<file path="src/rtl/pipeline_ctrl_if.sv">
// Handshake bundle between the execution stage and the pipeline controller.
// master = execution/debug side, slave = controller.
interface pipeline_ctrl_if #(
    parameter int CNT_W = 16
);
    logic             jump_en_i;
    logic [31:0]      jump_addr_i;
    logic             mc_req_i;
    logic             mc_done_i;
    logic             halt_req_i;
    logic             resume_i;
    logic             jump_en_o;
    logic [31:0]      jump_addr_o;
    logic             hold_o;
    logic             flush_o;
    logic             halted_o;
    logic             mc_err_o;
    logic [CNT_W-1:0] stall_cnt;

    modport master (
        output jump_en_i, jump_addr_i, mc_req_i, mc_done_i, halt_req_i, resume_i,
        input  jump_en_o, jump_addr_o, hold_o, flush_o, halted_o, mc_err_o, stall_cnt
    );

    modport slave (
        input  jump_en_i, jump_addr_i, mc_req_i, mc_done_i, halt_req_i, resume_i,
        output jump_en_o, jump_addr_o, hold_o, flush_o, halted_o, mc_err_o, stall_cnt
    );
endinterface

</file>
<file path="src/rtl/pipeline_ctrl.sv">
// Pipeline hazard controller: jump flush, multi-cycle stall with timeout abort,
// debug halt/resume and a saturating stall-cycle counter.
module pipeline_ctrl #(
    parameter int MC_TIMEOUT = 64,
    parameter int CNT_W      = 16
) (
    input  logic            sys_clk,
    input  logic            sys_rst_n,
    pipeline_ctrl_if.slave  bus
);
    typedef enum logic [1:0] {RUN, MC_WAIT, HALTED} state_e;

    localparam logic [15:0] TMO_LAST = 16'(MC_TIMEOUT - 1);

    state_e           state_q;
    logic             halt_pend_q;
    logic [15:0]      tmo_q;
    logic [15:0]      tmo_d;
    logic [CNT_W-1:0] stall_q;
    logic             halted_q;
    logic             mc_err_q;
    logic             jump_take;
    logic             hold;

    // Combinational outputs are gated by reset so they read 0 while it is asserted.
    always_comb begin
        jump_take = sys_rst_n && (state_q == RUN) && bus.jump_en_i;
        hold      = 1'b0;
        tmo_d     = tmo_q + 16'd1;
        if (sys_rst_n) begin
            case (state_q)
                RUN:     hold = bus.mc_req_i && !bus.jump_en_i;
                MC_WAIT: hold = !bus.mc_done_i;
                HALTED:  hold = 1'b1;
                default: hold = 1'b0;
            endcase
        end
    end

    always_ff @(posedge sys_clk or negedge sys_rst_n) begin
        if (!sys_rst_n) begin
            state_q     <= RUN;
            halt_pend_q <= 1'b0;
            tmo_q       <= '0;
            stall_q     <= '0;
            halted_q    <= 1'b0;
            mc_err_q    <= 1'b0;
        end else begin
            mc_err_q <= 1'b0;
            if (hold && (stall_q != '1))
                stall_q <= stall_q + CNT_W'(1);
            case (state_q)
                RUN: begin
                    if (bus.jump_en_i) begin
                        if (bus.halt_req_i) begin
                            state_q  <= HALTED;
                            halted_q <= 1'b1;
                        end
                    end else if (bus.mc_req_i) begin
                        state_q     <= MC_WAIT;
                        tmo_q       <= '0;
                        halt_pend_q <= bus.halt_req_i;
                    end else if (bus.halt_req_i) begin
                        state_q  <= HALTED;
                        halted_q <= 1'b1;
                    end
                end
                MC_WAIT: begin
                    tmo_q <= tmo_d;
                    // Timeout fires on the edge where the count would reach MC_TIMEOUT-1,
                    // so the total stall (including the request cycle) is MC_TIMEOUT.
                    if (bus.mc_done_i || (tmo_d == TMO_LAST)) begin
                        mc_err_q    <= !bus.mc_done_i;
                        halt_pend_q <= 1'b0;
                        if (halt_pend_q || bus.halt_req_i) begin
                            state_q  <= HALTED;
                            halted_q <= 1'b1;
                        end else begin
                            state_q <= RUN;
                        end
                    end else if (bus.halt_req_i) begin
                        halt_pend_q <= 1'b1;
                    end
                end
                HALTED: begin
                    if (bus.resume_i) begin
                        state_q  <= RUN;
                        halted_q <= 1'b0;
                    end
                end
                default: state_q <= RUN;
            endcase
        end
    end

    assign bus.jump_en_o   = jump_take;
    assign bus.flush_o     = jump_take;
    assign bus.jump_addr_o = jump_take ? bus.jump_addr_i : 32'd0;
    assign bus.hold_o      = hold;
    assign bus.halted_o    = halted_q;
    assign bus.mc_err_o    = mc_err_q;
    assign bus.stall_cnt   = stall_q;
endmodule
</file>
<file path="src/flat_wrapper.sv">
// flat-port wrapper written by rule: the top's interface ports become plain ports
module pipeline_ctrl_flat 
#(
    parameter int MC_TIMEOUT = 64,
    parameter int CNT_W      = 16
)
  (sys_clk, sys_rst_n, bus_jump_en_i, bus_jump_addr_i, bus_mc_req_i, bus_mc_done_i, bus_halt_req_i, bus_resume_i, bus_jump_en_o, bus_jump_addr_o, bus_hold_o, bus_flush_o, bus_halted_o, bus_mc_err_o, bus_stall_cnt);
  pipeline_ctrl_if #(.CNT_W(CNT_W)) bus_i ();
  input  logic sys_clk;
  input  logic sys_rst_n;
  input wire logic [$bits(bus_i.jump_en_i)-1:0] bus_jump_en_i;
  input wire logic [$bits(bus_i.jump_addr_i)-1:0] bus_jump_addr_i;
  input wire logic [$bits(bus_i.mc_req_i)-1:0] bus_mc_req_i;
  input wire logic [$bits(bus_i.mc_done_i)-1:0] bus_mc_done_i;
  input wire logic [$bits(bus_i.halt_req_i)-1:0] bus_halt_req_i;
  input wire logic [$bits(bus_i.resume_i)-1:0] bus_resume_i;
  output wire logic [$bits(bus_i.jump_en_o)-1:0] bus_jump_en_o;
  output wire logic [$bits(bus_i.jump_addr_o)-1:0] bus_jump_addr_o;
  output wire logic [$bits(bus_i.hold_o)-1:0] bus_hold_o;
  output wire logic [$bits(bus_i.flush_o)-1:0] bus_flush_o;
  output wire logic [$bits(bus_i.halted_o)-1:0] bus_halted_o;
  output wire logic [$bits(bus_i.mc_err_o)-1:0] bus_mc_err_o;
  output wire logic [$bits(bus_i.stall_cnt)-1:0] bus_stall_cnt;
  assign bus_i.jump_en_i = bus_jump_en_i;
  assign bus_i.jump_addr_i = bus_jump_addr_i;
  assign bus_i.mc_req_i = bus_mc_req_i;
  assign bus_i.mc_done_i = bus_mc_done_i;
  assign bus_i.halt_req_i = bus_halt_req_i;
  assign bus_i.resume_i = bus_resume_i;
  assign bus_jump_en_o = bus_i.jump_en_o;
  assign bus_jump_addr_o = bus_i.jump_addr_o;
  assign bus_hold_o = bus_i.hold_o;
  assign bus_flush_o = bus_i.flush_o;
  assign bus_halted_o = bus_i.halted_o;
  assign bus_mc_err_o = bus_i.mc_err_o;
  assign bus_stall_cnt = bus_i.stall_cnt;
  pipeline_ctrl #(.MC_TIMEOUT(MC_TIMEOUT), .CNT_W(CNT_W)) u_core (.sys_clk(sys_clk), .sys_rst_n(sys_rst_n), .bus(bus_i));
endmodule
</file>
<file path="config.mk">
export PLATFORM = sky130hd
export DESIGN_NAME = pipeline_ctrl_flat
export DESIGN_NICKNAME = d
export VERILOG_FILES = /design/src/rtl/pipeline_ctrl_if.sv /design/src/rtl/pipeline_ctrl.sv /design/src/flat_wrapper.sv
export SDC_FILE = /design/constraint.sdc
export NUM_CORES = 1
export LEC_CHECK = 0
export BUFFER_PORTS_ARGS = -buffer_cell sky130_fd_sc_hd__buf_2
export CELL_PAD_IN_SITES_DETAIL_PLACEMENT = 2
export CELL_PAD_IN_SITES_GLOBAL_PLACEMENT = 2
export CORE_ASPECT_RATIO = 0.5
export CORE_MARGIN = 1
export CORE_UTILIZATION = 29
export DETAILED_ROUTE_END_ITERATION = 10
export PLACE_DENSITY = 0.93
export SKIP_LAST_GASP = 1
export SLEW_MARGIN = 20
export SYNTH_ARGS = -nofsm -noshare
export SYNTH_HDL_FRONTEND = slang
export SYNTH_SLANG_ARGS = --single-unit
export TNS_END_PERCENT = 20
</file>
<file path="constraint.sdc">
create_clock -name sys_clk -period 6.4 [get_ports sys_clk]
set_input_delay 0.96 -clock sys_clk [delete_from_list [all_inputs] [get_ports sys_clk]]
set_output_delay 0.96 -clock sys_clk [all_outputs]
set_load 0.01 [all_outputs]
</file>
### Yosys cells after proc, flatten, opt, wreduce, memory -nomap -nowiden

Index checks and enable logic that the tools add are counted.

* bits in registers: 37
* bits in latches: 0
* memory bits (writable): 0
* bits in read-only memories: 0
* output and inout bits: 53
* logic and storage cells: 61
* memories: 0

* $add $sub $neg: 2
* multipliers: 0
* div/mod/pow operators: 0
* magnitude comparators: 0
* eq/ne operators: 11
* shift operators: 0
* multiplexer cells: 27
* bitwise operators: 0
* reduce and logical (&&, ||, !) cells: 15

Operator list (number)
* adder 16 x 1 -> 16 bit, second input constant: 2
* two-way mux 16 bit: 2
* two-way mux 32 bit: 1
* case mux 16 bit (2 select lines): 1
* equality test 16 x 6 -> 1 bit, second input constant: 1
* inequality test 16 bit, second input constant: 1
* two-way mux 1 bit: 13
* two-way mux 2 bit: 6
* inequality test 2 bit, second input constant: 3
* case mux 1 bit (3 select lines): 2
* case mux 2 bit (3 select lines): 1
* AND reduction 5 bit: 1
* logical AND 1 bit: 4
* inequality test 2 x 1 -> 1 bit, second input constant: 2
* AND reduction 4 bit: 1
* inequality test 3 x 2 -> 1 bit, second input constant: 1
* inequality test 3 bit, second input constant: 1
* AND reduction 3 bit: 1
* nonzero test 3 bit: 1
* equality test 2 x 1 -> 1 bit, second input constant: 1
* equality test 2 bit, second input constant: 1
* logical NOT 1 bit: 2
* logical NOT 2 bit: 1
* logical OR 1 bit: 2
* other kinds (3): 3

### Depth between registers and ports, before layout

Gate-level depths: netlist (run 1).

* depth in word-level cells: 5
* gate-level depth with buffers: 10

### Worst setup path after synthesis (run 1)

OpenSTA, ideal clock, no wires.

* path type: input -> output
* start: input sys_rst_n
* end: output bus_jump_addr_o[22]
* data arrival time: 1672 ps
* required time: 5440 ps
* path slack: 3768 ps
* cell stages on the path: 3
* buffers on the path: 1
* cell sequence: and3_1 > clkbuf_1 > and2_1

* longest elaborated chain between the ends: 3

Ends and longest elaborated chain
* start: declaration: line flat_wrapper.sv:10 `input logic sys_rst_n;`
* logical AND 1 bit (2 in series): line pipeline_ctrl.sv:27 `jump_take = sys_rst_n && (state_q == RUN) && bus.jump_en_i;`
* via bus_flush_o: line flat_wrapper.sv:20 `output wire logic [$bits(bus_i.flush_o)-1:0] bus_flush_o;`
* two-way mux 32 bit: line pipeline_ctrl.sv:98 `assign bus.jump_addr_o = jump_take ? bus.jump_addr_i : 32'd0;`
* end: declaration: line flat_wrapper.sv:18 `output wire logic [$bits(bus_i.jump_addr_o)-1:0] bus_jump_addr_o;`

The timed path passes the listed nets, and every way through them passes these cells.

### Final worst setup path (run 1)

* start: input sys_rst_n
* end: output bus_jump_addr_o[25]

* longest elaborated chain between the ends: 3

Ends and longest elaborated chain (line)
* logical AND 1 bit (2 in series): pipeline_ctrl.sv:27
* two-way mux 32 bit: pipeline_ctrl.sv:98

No other way between the ends.

==> impl_metrics.py, run 1 <==
metrics = {
    "final_layout": {
        "design_area_mm2": 0.00306,
        "multi_input_area_mm2": 0.00136,
        "fillers": 888,
        "seqCellArea_um2": 926,
        "drive_above_1_share": 0.281,
        "final_common_cell": "buf_2",
        "area_growth_pct": 28.1,
        "final_cell_mix": "buf_2 (91), dfrtp_1 (37), and2_1 (34)",
        "fin_util": 0.399,
        "diodes": 0,
        "nets": 413,
    },
    "synth": {
        "syn_nets": 328,
        "synth_top_cells_by_area": "dfrtp_1 (39%), and2_1 (8.9%), xnor2_1 (4.8%)",
        "netlist_instances": 282,
        "synth_edf_count": 0,
        "ys_ff_latch": 37,
        "yosysSeqAreaShare": 0.388,
        "syn_area_per_cell_um2": 8.46,
        "ys_async_sr_fraction": 1.00,
        "synth_area_mm2": 0.00239,
        "synth_top_area_share": 0.388,
        "yosysTopAreaCell": "dfrtp_1",
        "synth_cell_types": 45,
        "synthFlopType": "dfrtp_1",
        "yosys_warnings": 0,
    },
    "worst_setup_path": {
        "path_max_fanout": 39,
        "r2r_slack_ps": 3580,
        "reg2reg_depth": 8,
        "path_buf_inv": 3,
        "worstSetupStartpointType": "input port",
        "crit_path_frequent_cell": "buf_2",
        "slowest_delay_ps": 830,
        "worstPathArrival_ps": 2780,
        "crit_start": "sys_rst_n",
        "r2r_end": "u_core.bus.stall_cnt[15]",
        "endpoint_kind": "output pin",
        "crit_slowest_cell": "and3_1",
        "crit_path_cell_trace": "buf_2 -> buf_4 -> and3_1 -> and2_1 -> buf_2",
        "rr_startpoint": "u_core.state_q[1]",
        "path_delay_family": "simple AND/OR/NAND/NOR gates",
        "cp_data_required_time_ps": 5440,
        "critPathKind": "input port to output pin",
    },
    "sta": {
        "skew_ps": 6.67,
        "fin_crit_sh": 0.584,
        "max_slew_margin": 0.406,
        "maxSlewViolCount": 0,
        "period_needed_ps": 3740,
        "rsz0062_at_grt": "false",
        "fin_tns_setup_ps": 0,
        "finalHoldViolCount": 0,
        "fmax_mhz": 268,
        "setup_violations": 0,
        "worst_slew_pin_slew_ps": 892,
    },
    "clock_tree": {
        "cts.root.buffer_cell": "clkbuf_16",
        "insertion_delay_ps": 290,
        "cts.hold.buffers_added": 0,
        "clock_sinks": 37,
        "path_clk_slew_ps": 60,
        "cts_tree": "done",
        "cts_resized": 0,
        "clockBufferDepth": 2,
        "cts_made_buffers": 5,
        "cts_setup_buffers": 0,
        "cts_max_level": 2,
    },
    "route": {
        "first_iter_violations": 89,
        "ant_nets": 0,
        "drc": 0,
        "wl_per_cell_um": 20.9,
        "viasPerCell": 5.35,
        "dr.pass1.iters": 4,
        "via_count": 2543,
        "wl_um": 9950,
    },
    "global_route": {
        "grt_pass1_wl_um": 15400,
        "grt_max_degree": 40,
        "grt_pass1_vias": 2794,
        "grt_overflow": 0,
        "antenna_found_initial": 0,
        "grt_use_total": 0.240,
    },
    "floorplanning": {
        "fp-row-count": 22,
        "dieArea_mm2": 0.00862,
        "die_w_um": 130,
        "die_h_um": 66.1,
        "initial_utilization": 0.312,
        "core_mm2": 0.00765,
        "pin_count": 92,
    },
    "power": {
        "p_per_area_mw_per_mm2": 314,
        "ir_drop_mv": 0.137,
        "finalPower_w": 0.000959,
        "leakage_nw": 1.46,
    },
    "placement": {
        "routabilityCongestion": 0.804,
        "dpl-instance-area_mm2": 0.00292,
        "hpwl_um": 6960,
        "portBuffers": 91,
    },
    "min_path": {
        "hold_path_depth": 1,
        "hold_path.class": "flip-flop to flip-flop",
        "holdCritStartpoint": "u_core.bus.stall_cnt[9]",
        "holdPathEnd": "u_core.bus.stall_cnt[9]",
    },
    "job": {
        "max_cap_viol_count": 0,
    },
    "run_status": {
        "status": "finished, final reports clean",
    },
}
==> synth_stat cells, types with 2 or more instances <==
library cell,count
and2_1,34
inv_1,10
nor2b_1,5
clkbuf_1,7
and4_1,3
nor2_1,22
or3_1,2
xor2_1,4
nand2_1,25
a21oi_1,19
buf_2,4
nor4_1,2
xnor2_1,13
and3b_1,2
buf_4,2
o22ai_1,2
nand4_1,8
ha_1,7
o31ai_1,7
nor3_1,6
nand3_1,9
a31oi_1,7
o21ai_0,20
and3_1,4
mux2_2,2
dfrtp_1,37
==> kinds of logic (layout without fill, tap and decap cells) <==
logic type                 Yosys count  in the layout  share of synthesized area
adders and majority gates            7              7                     0.0367
AOI/OAI and AO/OA                   65             65                      0.165
xor gates and xnor gates            17             17                     0.0624
and+or+nand+nor                    129            129                      0.291
buffers and inverters               24            109                     0.0435
muxes                                3              3                     0.0136
DFF                                 37             37                      0.388
==> flip-flops by register name (all words and copies together) (netlist names) <==
register,flops
u_core.state_q,2
u_core.bus.stall_cnt,16
u_core.bus.halted_o,1
u_core.halt_pend_q,1
u_core.tmo_q,16
u_core.bus.mc_err_o,1
==> area by class of cell <==
cell class	count	area share
clock inverter	1	0.00287
sequential	37	0.303
clock buffer	6	0.0422
multi-input combinational	221	0.444
tap	108	0.0442
timing repair buffer	92	0.152
inverter	10	0.0123
==> power by group <==
group	internal [W]	switching, W
logic	0.000139	0.000256
clock network	0.000143	0.000106
registers	0.000268	0.0000460
==> how the worst max path moves through the flow <==
stage / end / slack [ps] / depth (start not counted)
floorplan: bus_jump_addr_o[22] / 3770 / 3
global placement: bus_jump_addr_o[2] / 2930 / 5
detailed placement: bus_jump_addr_o[25] / 2650 / 5
CTS: bus_jump_addr_o[25] / 2640 / 5
global route: bus_jump_addr_o[25] / 2490 / 5
finish: bus_jump_addr_o[25] / 2660 / 5
==> layer usage <==
metal	vias to the layer above	global-route usage	part of all wire
met5	-	0	0
met3	26	0.0558	0.037
met1	1291	0.264	0.41
met4	0	0.0945	0.027
li1	1153	-	-
met2	73	0.449	0.53
==> per-stage QoR <==
step                      setup WS [ps]  hold slack [ps]  instances
final                              2660              499        475
after detailed placement           2650              492        468
after global placement             2930              463        468
after floorplan                    3770              470        282
after global routing               2490              529        475
after CTS                          2640              502        475
Note: power is estimated with default switching activity, not from simulation.
==> inputs of run 2 (changes only) <==
--- a/config.mk
+++ b/config.mk
@@ -5,14 +5,15 @@
 export SDC_FILE = /design/constraint.sdc
 export NUM_CORES = 1
 export LEC_CHECK = 0
+export ABC_AREA = 1
 export BUFFER_PORTS_ARGS = -buffer_cell sky130_fd_sc_hd__buf_2
 export CELL_PAD_IN_SITES_DETAIL_PLACEMENT = 2
 export CELL_PAD_IN_SITES_GLOBAL_PLACEMENT = 2
 export CORE_ASPECT_RATIO = 0.5
 export CORE_MARGIN = 1
-export CORE_UTILIZATION = 29
+export CORE_UTILIZATION = 23
 export DETAILED_ROUTE_END_ITERATION = 10
-export PLACE_DENSITY = 0.93
+export PLACE_DENSITY = 0.84
 export SKIP_LAST_GASP = 1
 export SLEW_MARGIN = 20
 export SYNTH_ARGS = -nofsm -noshare
==> constraint.sdc (replaced) <==
create_clock -name sys_clk -period 3 [get_ports sys_clk]
set_input_delay 0.45 -clock sys_clk [delete_from_list [all_inputs] [get_ports sys_clk]]
set_output_delay 0.45 -clock sys_clk [all_outputs]
set_load 0.01 [all_outputs]
==> run 2 against run 1 <==
  * Via count grew 11%
  * Combinational power grew 120%
  * Critical endpoint is now bus_jump_addr_o[5]
  * Global-route usage shrank 4.4 points
  * Cell area grew 9.5%
  * First-iteration DRC count shrank 19%
  * Highest routed layer unchanged
  * Largest power group unchanged
==> impl_metrics.py, run 2 <==
metrics = {
    "clock_tree": {
        "clockBufferDepth": 2,
        "clock_sinks": 37,
        "cts.root.buffer_cell": "clkbuf_16",
        "path_clk_slew_ps": 70,
        "cts_made_buffers": 5,
        "insertion_delay_ps": 290,
        "cts_max_level": 2,
        "cts_tree": "done",
    },
    "synth": {
        "syn_area_per_cell_um2": 6.80,
        "synth_top_area_share": 0.366,
        "yosys_warnings": 0,
        "synth_cell_types": 28,
        "netlist_instances": 372,
        "yosysSeqAreaShare": 0.366,
        "synthFlopType": "dfrtp_1",
        "yosysTopAreaCell": "dfrtp_1",
        "synth_edf_count": 0,
        "ys_ff_latch": 37,
        "syn_nets": 418,
        "synth_top_cells_by_area": "dfrtp_1 (37%), nand2_1 (11%), inv_1 (11%)",
        "synthTopCellsByCount": "nand2_1 (77), inv_1 (76), nor2_1 (60)",
        "yosysMostFrequentCell": "nand2_1",
        "ys_async_sr_fraction": 1.00,
        "synth_area_mm2": 0.00253,
    },
    "worst_setup_path": {
        "worstSetupStartpointType": "flip-flop",
        "rr_startpoint": "u_core.state_q[1]",
        "reg2reg_depth": 10,
        "slowest_delay_ps": 460,
        "crit_slowest_cell": "nor3_2",
        "crit_path_frequent_cell": "inv_1",
        "crit_start": "u_core.state_q[0]",
        "worstPathArrival_ps": 2360,
        "path_delay_family": "buffers and inverters",
        "endpoint_kind": "output pin",
        "r2r_slack_ps": 360,
        "path_buf_inv": 4,
        "crit_path_cell_trace": "inv_1 -> ha_1 -> inv_1 -> nor3_2 -> clkinvlp_4 -> nor2_1 -> buf_2",
        "cp_data_required_time_ps": 2550,
        "r2r_end": "u_core.bus.stall_cnt[7]",
        "path_max_fanout": 16,
        "critPathKind": "flip-flop to output pin",
    },
    "power": {
        "ir_drop_mv": 0.310,
        "p_per_area_mw_per_mm2": 648,
        "leakage_nw": 1.78,
    },
    "final_layout": {
        "drive_above_1_share": 0.260,
        "final_cell_mix": "buf_2 (91), nand2_1 (77), inv_1 (75)",
        "finalNonFillerCells": 610,
        "area_growth_pct": 32.3,
        "diodes": 0,
        "fillers": 1248,
        "nets": 515,
        "final_common_cell": "buf_2",
    },
    "global_route": {
        "grt_pass1_vias": 3197,
        "antenna_found_initial": 0,
        "grt_overflow": 0,
        "grt_use_total": 0.196,
        "grt_max_degree": 38,
        "grt_pass1_wl_um": 17300,
    },
    "sta": {
        "maxSlewViolCount": 0,
        "fmax_mhz": 356,
        "max_slew_margin": 0.652,
        "finalHoldViolCount": 0,
        "rsz0062_at_grt": "false",
        "skew_ps": 15.8,
        "layout_setup_ws_ps": 191,
        "setup_violations": 0,
        "period_needed_ps": 2810,
        "fin_crit_sh": 0.936,
        "holdWs_ps": 253,
        "worst_slew_pin_slew_ps": 519,
        "fin_tns_setup_ps": 0,
    },
    "min_path": {
        "hold_path.class": "input port to asynchronous set/reset pin",
    },
    "route": {
        "first_iter_violations": 72,
        "wl_per_cell_um": 17.4,
        "wl_um": 10600,
        "dr.pass1.iters": 4,
        "via_count": 2827,
        "drc": 0,
        "ant_nets": 0,
        "viasPerCell": 4.63,
    },
    "placement": {
        "portBuffers": 91,
        "hpwl_um": 7390,
        "routabilityCongestion": 0.770,
        "dpl.cell_count": 600,
        "place_ws_ps": 522,
    },
    "floorplanning": {
        "die_w_um": 150,
        "initial_utilization": 0.242,
        "pin_count": 92,
        "die_h_um": 76.2,
        "dieArea_mm2": 0.0114,
        "fp-row-count": 26,
        "core_mm2": 0.0104,
    },
    "run_status": {
        "status": "finished, final reports clean",
    },
    "job": {
        "max_cap_viol_count": 0,
    },
}
-- run 2: worst register-to-register path, cell delays in order, from the launching register on --
cell and delay [ps]:
dfrtp_1 430, inv_1 110, ha_1 180, inv_1 160
nor2_2 210, nor3_1 100, nor3_2 210, nand2_1 340
nor3_1 480, nand2_1 140, xor2_1 190
-- run 2: repair_timing --
action,in CTS,in global routing
buffers inserted,0,1
hold buffers,0,0
endpoints found under the setup margin,0,10
hold endpoints to repair,0,0
resized for setup,0,3
-- run 2: per-stage QoR --
step / total power (W) / util / instance area (um2)
floorplan: 0.00115 / - / 2530
global placement: 0.00144 / 0.302 / 3160
detailed placement: 0.00149 / 0.302 / 3160
CTS: 0.00217 / 0.318 / 3320
global route: 0.00229 / 0.321 / 3350
finish: 0.00217 / 0.321 / 3350
-- run 2: kinds of logic (layout without fill, tap and decap cells) --
logic type | count (synthesis) | in the layout | share of synthesized area
AOI/OAI and AO/OA | 33 | 33 | 0.0722
xor gates and xnor gates | 16 | 16 | 0.0554
adders and majority gates | 7 | 7 | 0.0346
buffers and inverters | 82 | 180 | 0.124
DFF | 37 | 37 | 0.366
and+or+nand+nor | 197 | 197 | 0.348
-- run 2: final cells by class --
type | instances | area (um2) | share of cell area
clock buffers | 6 | 129 | 0.0385
clock inverters | 2 | 38.8 | 0.0116
inverters | 76 | 289 | 0.0864
multi-input cells | 253 | 1300 | 0.387
flip-flops and latches | 37 | 926 | 0.277
well taps | 140 | 175 | 0.0523
repair buffers | 95 | 485 | 0.145
repair inverters | 1 | 7.51 | 0.00224
-- run 2: layer usage --
metal / share of wire / wire length (um) / up-vias / global-route usage
met1: 0.43 / 4550 / 1413 / 0.234
li1: - / - / 1347 / -
met2: 0.53 / 5650 / 47 / 0.359
met5: 0 / 0 / - / 0
met4: 0.018 / 196 / 0 / 0.0566
met3: 0.022 / 239 / 20 / 0.0305
-- run 2: worst max-delay path by stage --
stage	endpoint	slack [ps]	cells after the start
3_3_place_gp	u_core.bus.stall_cnt[7]	670	10
6_report	bus_jump_addr_o[5]	190	7
3_5_place_dp	u_core.bus.stall_cnt[7]	520	10
5_1_grt	bus_jump_addr_o[5]	9	7
4_1_cts	bus_jump_addr_o[23]	190	7
2_1_floorplan	bus_jump_addr_o[10]	910	7
-- run 2: where the power goes --
part / switching [W] / internal (W)
logic: 0.000581 / 0.000288
registers: 0.0000982 / 0.000579
clock network: 0.000228 / 0.000395
total: 0.000907 / 0.00126
==> inputs of run 3 (changes only) <==
--- a/config.mk
+++ b/config.mk
@@ -13,7 +13,7 @@
 export CORE_MARGIN = 1
 export CORE_UTILIZATION = 23
 export DETAILED_ROUTE_END_ITERATION = 10
-export PLACE_DENSITY = 0.84
+export PLACE_DENSITY_LB_ADDON = 0.3
 export SKIP_LAST_GASP = 1
 export SLEW_MARGIN = 20
 export SYNTH_ARGS = -nofsm -noshare
==> run 3 against run 2 <==
  * Fmax rose by 6.5%
  * Register-to-register slack gained 170 ps
  * Combinational power fell by 8.3%
  * Clock power down 0.8%
  * Critical path depth unchanged
  * Routed wire length shrank 19%
==> impl_metrics.py, run 3 (synthesis results as in run 2) <==
metrics = {
    "run_status": {
        "status": "finished, final reports clean",
    },
    "floorplanning": {
        "fp-row-count": 26,
        "die_h_um": 76.2,
        "pin_count": 92,
        "dieArea_mm2": 0.0114,
        "initial_utilization": 0.242,
        "core_mm2": 0.0104,
        "die_w_um": 150,
    },
    "clock_tree": {
        "path_clk_slew_ps": 60,
        "cts.hold.buffers_added": 0,
        "insertion_delay_ps": 290,
        "cts.root.buffer_cell": "clkbuf_16",
        "cts_max_level": 2,
        "cts_setup_buffers": 0,
        "cts_resized": 0,
        "clock_sinks": 37,
        "cts_tree": "done",
        "clockBufferDepth": 2,
        "cts_made_buffers": 5,
    },
    "global_route": {
        "grt_pass1_wl_um": 14600,
        "grt_pass1_vias": 2937,
        "grt_overflow": 0,
        "grt_max_degree": 38,
        "antenna_found_initial": 0,
        "grt_use_total": 0.162,
    },
    "route": {
        "ant_nets": 0,
        "wl_um": 8610,
        "via_count": 2683,
        "wl_per_cell_um": 14.2,
        "first_iter_violations": 55,
        "dr.pass1.iters": 4,
        "drc": 0,
        "viasPerCell": 4.41,
    },
    "final_layout": {
        "diodes": 0,
        "final_common_cell": "buf_2",
        "fin_util": 0.318,
        "area_growth_pct": 31.4,
        "drive_above_1_share": 0.252,
        "final_cell_mix": "buf_2 (91), nand2_1 (77), inv_1 (76)",
        "nets": 513,
    },
    "sta": {
        "max_slew_margin": 0.406,
        "skew_ps": 3.11,
        "period_needed_ps": 2640,
        "fin_crit_sh": 0.879,
        "rsz0062_at_grt": "false",
        "fin_tns_setup_ps": 0,
        "worst_slew_pin_slew_ps": 889,
        "fmax_mhz": 379,
        "setup_violations": 0,
        "holdWs_ps": 278,
        "finalHoldViolCount": 0,
        "maxSlewViolCount": 0,
    },
    "placement": {
        "portBuffers": 91,
        "routabilityCongestion": 0.764,
        "hpwl_um": 6820,
    },
    "worst_setup_path": {
        "worstPathArrival_ps": 2190,
        "cp_data_required_time_ps": 2550,
        "worstSetupStartpointType": "flip-flop",
        "endpoint_kind": "output pin",
        "r2r_slack_ps": 530,
        "path_max_fanout": 32,
        "reg2reg_depth": 10,
        "critPathKind": "flip-flop to output pin",
    },
    "power": {
        "p_per_area_mw_per_mm2": 627,
        "leakage_nw": 1.78,
        "ir_drop_mv": 0.271,
        "finalPower_w": 0.00208,
    },
    "min_path": {
        "hold_path.class": "input port to asynchronous set/reset pin",
    },
    "job": {
        "max_cap_viol_count": 0,
    },
}
-- run 3: changes by cell type in the layout (fill, tap and decap cells not counted) --
cell	before	now
nor3_2	3	2
clkinvlp_4	2	0
buf_4	4	3
nor3_1	10	11
inv_1	75	76
-- run 3: path summary, 6_finish.rpt --
kind	startpoint	endpoint
max in group asynchronous	sys_rst_n	u_core.tmo_q[15]
hold reg to reg	u_core.bus.halted_o	u_core.bus.halted_o
min in group sys_clk	bus_mc_done_i	u_core.bus.mc_err_o
setup / recovery	u_core.state_q[1]	bus_jump_addr_o[8]
setup reg to reg	u_core.state_q[1]	u_core.bus.stall_cnt[6]
hold / removal	sys_rst_n	u_core.tmo_q[1]
-- run 3: cell type report --
type	count	area, um2
inverter	76	285
multi-input combinational	253	1290
timing repair buffer	94	478
tap	140	175
clock buffer	6	129
clock inverter	2	38.8
sequential	37	926
fill	1290	7120
-- run 3: metrics by stage --
stage               setup WS [ps]  std cells  cell area (um2)
finish                        363        608             3320
global route                 8.08        608             3320
CTS                           298        608             3320
floorplan                     906        372             2530
global placement              534        600             3160
detailed placement            498        600             3160
-- run 3: critical path, stage by stage (launching register included) --
cell and delay [ps]:
dfrtp_1 440, inv_1 110, ha_1 170, inv_1 80, nor3_1 270, inv_1 440
nor2_1 220, buf_2 160
-- run 3: power breakdown --
group          switching [W]  total [W]  internal, W
Clock               0.000224   0.000618     0.000394
Sequential         0.0000898   0.000669     0.000579
Combinational       0.000518   0.000797     0.000279
-- run 3: routing by layer --
metal,vias to the layer above,GRT usage,share of wire
met5,-,0,0
li1,1339,-,-
met2,43,0.290,0.49
met1,1292,0.199,0.47
met3,9,0.0293,0.036
met4,0,0.0394,0.010
